**src/rtl/ff_bank.sv**
```systemverilog
// Bank of WIDTH independently mode-selectable flip-flops (SR/JK/D/T) with sticky SR-conflict flags.
// Optional saturating conflict counter is built only when FF_BANK_CONFLICT_CNT_EN is defined.
module ff_bank #(
  parameter int               WIDTH     = 8,
  parameter logic [WIDTH-1:0] INIT      = {WIDTH{1'b0}},
  parameter int               SR_POLICY = 0,
  parameter int               CNT_W     = 8
) (
  input  logic                 clk,
  input  logic                 rst_n,
  input  logic                 en,
  input  logic [2*WIDTH-1:0]   mode,
  input  logic [WIDTH-1:0]     a,
  input  logic [WIDTH-1:0]     b,
  input  logic                 conflict_clr,
  output logic [WIDTH-1:0]     q,
  output logic [WIDTH-1:0]     qn,
  output logic [WIDTH-1:0]     conflict_flag,
  output logic [CNT_W-1:0]     conflict_cnt
);

  localparam logic [1:0] MODE_SR = 2'b00;
  localparam logic [1:0] MODE_JK = 2'b01;
  localparam logic [1:0] MODE_D  = 2'b10;
  localparam logic [1:0] MODE_T  = 2'b11;

  // Out-of-range policies fall back to hold after being reported.
  localparam int POL = (SR_POLICY == 1 || SR_POLICY == 2) ? SR_POLICY : 0;

  if (SR_POLICY < 0 || SR_POLICY > 2) begin : g_bad_policy
    $error("ff_bank: SR_POLICY=%0d is illegal, treated as 0", SR_POLICY);
  end

  logic [WIDTH-1:0] r_q;
  logic [WIDTH-1:0] r_flag;
  logic [WIDTH-1:0] w_q_nxt;
  logic [WIDTH-1:0] w_conflict_vec;

  function automatic logic sr_resolve(input logic cur);
    if (POL == 1)      return 1'b1;
    else if (POL == 2) return 1'b0;
    else               return cur;
  endfunction

  always_comb begin
    w_q_nxt        = r_q;
    w_conflict_vec = '0;
    for (int i = 0; i < WIDTH; i++) begin
      case (mode[2*i +: 2])
        MODE_SR: begin
          case ({a[i], b[i]})
            2'b10:   w_q_nxt[i] = 1'b1;
            2'b01:   w_q_nxt[i] = 1'b0;
            2'b11: begin
              w_q_nxt[i]        = sr_resolve(r_q[i]);
              w_conflict_vec[i] = en;
            end
            default: w_q_nxt[i] = r_q[i];
          endcase
        end
        MODE_JK: begin
          case ({a[i], b[i]})
            2'b10:   w_q_nxt[i] = 1'b1;
            2'b01:   w_q_nxt[i] = 1'b0;
            2'b11:   w_q_nxt[i] = ~r_q[i];
            default: w_q_nxt[i] = r_q[i];
          endcase
        end
        MODE_D:  w_q_nxt[i] = a[i];
        MODE_T:  w_q_nxt[i] = a[i] ? ~r_q[i] : r_q[i];
        default: w_q_nxt[i] = r_q[i];
      endcase
    end
  end

  // State update: clear is honoured even while disabled; a fresh conflict beats a clear.
  always_ff @(posedge clk) begin
    if (!rst_n) begin
      r_q    <= INIT;
      r_flag <= '0;
    end else begin
      if (en) r_q <= w_q_nxt;
      r_flag <= (conflict_clr ? '0 : r_flag) | w_conflict_vec;
    end
  end

  assign q             = r_q;
  assign qn            = ~r_q;
  assign conflict_flag = r_flag;

`ifdef FF_BANK_CONFLICT_CNT_EN
  logic [CNT_W-1:0] r_cnt;
  logic             w_any_conflict;

  function automatic logic [CNT_W-1:0] sat_inc(input logic [CNT_W-1:0] v);
    return (&v) ? v : v + CNT_W'(1);
  endfunction

  assign w_any_conflict = |w_conflict_vec;

  always_ff @(posedge clk) begin
    if (!rst_n)               r_cnt <= '0;
    else if (conflict_clr)    r_cnt <= w_any_conflict ? CNT_W'(1) : '0;
    else if (w_any_conflict)  r_cnt <= sat_inc(r_cnt);
  end

  assign conflict_cnt = r_cnt;
`else
  assign conflict_cnt = '0;
`endif

endmodule

```
**config.mk**
```make
export PLATFORM = sky130hd
export DESIGN_NAME = ff_bank
export DESIGN_NICKNAME = d
export VERILOG_FILES = /design/src/rtl/ff_bank.sv
export SDC_FILE = /design/constraint.sdc
export NUM_CORES = 1
export LEC_CHECK = 0
export BUFFER_PORTS_ARGS = -buffer_cell sky130_fd_sc_hd__buf_2
export CAP_MARGIN = 5
export CELL_PAD_IN_SITES_DETAIL_PLACEMENT = 0
export CELL_PAD_IN_SITES_GLOBAL_PLACEMENT = 1
export CORE_ASPECT_RATIO = 0.8
export CORE_MARGIN = 1
export CORE_UTILIZATION = 31
export CTS_CLUSTER_DIAMETER = 40
export CTS_CLUSTER_SIZE = 12
export DETAILED_ROUTE_END_ITERATION = 10
export PLACE_DENSITY = 0.82
export SYNTH_ARGS = -nofsm -noshare
export SYNTH_HDL_FRONTEND = slang
export SYNTH_SLANG_ARGS = --single-unit
```
**constraint.sdc**
```tcl
create_clock -name clk -period 1.55 [get_ports clk]
set_input_delay 0.2325 -clock clk [delete_from_list [all_inputs] [get_ports clk]]
set_output_delay 0.2325 -clock clk [all_outputs]
set_load 0.01 [all_outputs]
```
==> results.md <==
* Summed instance area of the synthesized netlist at 1331 µm²
* Top-count cell post-synth: sky130_fd_sc_hd__inv_1
* Critical Path, Cell by Cell: buf_2, ha_1, nor4_1, nand2_1, and3_1, a311oi_1
* Iteration-0 DRC Markers at 69
* CTS tree: yes
* DR DRC count at 0
* Clock-pin slew on the worst setup and hold paths at 0.07 ns
* Setup WS post-layout at 0.3757 ns
* Leading post-synthesis cells by cell area: sky130_fd_sc_hd__dfxtp_1, sky130_fd_sc_hd__ha_1, sky130_fd_sc_hd__inv_1, sky130_fd_sc_hd__nand2_1, sky130_fd_sc_hd__nor2_1
* Final net count at 288
* Warning count from the yosys run at 0
* Die outline width at 75.27 µm
* Total number of clock tree sinks at 16
* Layout cells sized above 1 at 0.2754
* Proportion of synthesized flip-flops having asynchronous set or reset at 0
* Fin crit period at 1.174 ns
* Setup Slack @ Placement at 0.1287 ns
* Largest area contributor in the synthesized netlist: sky130_fd_sc_hd__dfxtp_1
* Multi-input logic area at 868.3 µm²
* Largest stage delay, worst path at 0.27 ns
* Number of slew-limit violations in the final report at 0
* Via count of the first global-routing pass at 1090
* Post-synth top area share at 0.2406
* Number of antenna violations at the first check in global routing at 0
* Capturing element type of the critical path: register
* Unrepaired setup endpoints after global routing: false
* Number of synthesized register bits at 16
* Lkg Pwr at 0.0008462 µW
* Largest buffer count on any clock path at 2
* Library cells used by synthesis at 33
* Max rail drop VDD at 324.5 µV
* Effective utilization at floorplan at 0.3367
* Per-cell routed wire length at 10.47 µm
* Kind of critical path: input pin to register
* Remaining global-route overflow at 0
* Max Clock Skew at 0 ns
* Post-DR vias/cell at 4.701
* Die area at 4562 µm²
* Max capacitance violation total at 0
* Sum of net half-perimeters after detailed placement at 2.396 mm
* Number of buffers created by CTS at 3
* Number of iterations in the first detailed-routing pass at 5
* Root Buffer: sky130_fd_sc_hd__clkbuf_8
* Via count of the routed design at 1368
* Critical-path top delay cell: sky130_fd_sc_hd__nor4_1
* Post-Syn Instances at 177
* Clock latency of the later-clocked register in the worst-skew pair at 0.24 ns
* H-tree depth at 1
* Count of fill cells added during filler insertion at 422
* Power Density at 692.0 nW/µm²
* # hold bufs at CTS at 0
* Status: finished, final reports clean
* Mapped Avg Cell Area at 7.521 µm²
* Combined flip-flop and latch cell area at 320.3 µm²
* Antenna-violating nets left at 0
* Core region area at 3954 µm²
* Achievable clock frequency at 851.6 MHz
* Vert. Die Dim at 60.62 µm
* Count of endpoints failing setup in the final report at 0
* Top_reg_cell synth: sky130_fd_sc_hd__dfxtp_1
* DRT Wirelength at 3.047 mm
* Setup Buffers After CTS at 0
* Top cells by count, synth: sky130_fd_sc_hd__inv_1, sky130_fd_sc_hd__nand2_1, sky130_fd_sc_hd__nor2_1
* Cts repair resizes at 0
* Post-route fraction of the period consumed by the critical path at 0.7576
* Startpoint type of the worst setup path: input pin
* Endpoint required time on the critical path at 1.71 ns
* Count of standard-cell rows at 20
* Routability-driven placement congestion ratio at 0.7017
* Global-route wire length before repair at 4.899 mm
* Antenna diode instance count at 0
* Pin count of the biggest net entering global routing at 21
* Number of endpoints with negative hold slack in the final report at 0
* Classification of the worst-slack hold path: input pin to register
* Area growth from synthesis to layout at 27.26%
* Number of synthesized flops with an enable pin at 0
* Critical path arrival at 1.33 ns
* Total routing usage reported by global routing at 0.1392
* CP Max Fanout at 5
* Number of top-level design ports at 68
* IO Port Bufs at 59
* Fraction of the yosys area taken by sequential cells at 0.2406
* Post-Route Setup TNS at 0 ns
-- routing by layer --
layer / vias to the layer above / track usage / wire length (µm)
li1: 725 / - / -
met1: 590 / 0.2089 / 1664
met2: 51 / 0.1982 / 1139
met3: 2 / 0.04817 / 235
met4: 0 / 0.01323 / 7
met5: - / 0 / 0
-- sequential cells by signal, indices dropped and copies added, names as in the netlist --
name	cells
conflict_flag	8
q	8
-- area by class of cell --
type                    count  share of cell area
clock buffers               4             0.03250
inverters                  23             0.05096
multi-input cells         134              0.5126
flip-flops and latches     16              0.1891
well taps                  55             0.04062
repair buffers             59              0.1743
-- through the flow --
stage / area (µm²) / util / total power, µW / hold slack [ns] / std cells
detailed placement: 1639 / 0.4146 / 808.0 / 0.4618 / 287
finish: 1694 / 0.4285 / 1172 / 0.2541 / 291
CTS: 1694 / 0.4285 / 1188 / 0.2510 / 291
global placement: 1639 / 0.4146 / 807.2 / 0.4509 / 287
global route: 1694 / 0.4285 / 1255 / 0.2649 / 291
floorplan: 1358 / - / 677.4 / 0.3788 / 184
-- layout by cell type, fill, tap and decap left out, drive strengths merged, types with 2 or more instances in the layout --
master	instances
nand2b	2
a2bb2oi	2
nor4	4
a21oi	4
a31oi	4
nor3b	4
buf	59
nand3	5
o211ai	3
nand2	23
nor2b	5
a311oi	2
a211oi	3
clkbuf	4
o22ai	7
nor2	19
ha	15
mux2i	3
o21ai	4
nand4	2
conb	8
a32oi	4
inv	23
dfxtp	16
a222oi	3
or2b	3
-- final timing paths --
path / startpoint / endpoint / slack (ns) / cells past startpoint
setup / recovery: a[6] / q[6] / 0.38 / 6
setup reg to reg: q[1] / q[1] / 0.51 / 4
hold reg to reg: conflict_flag[4] / conflict_flag[4] / 0.47 / 2
hold / removal: a[0] / q[0] / 0.25 / 3
-- power by group --
group	internal [µW]	leakage (µW)	total (µW)	switching (µW)
sequential	435	0.000131	458	22.6
combinational	151	0.000687	340	190
clock	225	0.0000288	374	149
-- cells by family (layout without fill, tap and decap cells) --
kind of cell,after synthesis,count (layout),share of synthesized area
other,1,8,0.002817
buffers and inverters,34,86,0.1269
flip-flops,16,16,0.2406
adder cells (fa/ha/maj),15,15,0.1410
AO/OA/AOI/OAI,38,38,0.2096
AND/OR/NAND/NOR,70,70,0.2566
multiplexers,3,3,0.02256
-- worst max-delay path: cells and delay by family --
family                   cells  cell delay, ns
AO/OA/AOI/OAI                1            0.20
adder cells (fa/ha/maj)      1            0.24
buffers and inverters        1            0.12
AND/OR/NAND/NOR              3            0.54
Power figures use the tool's default switching activity.
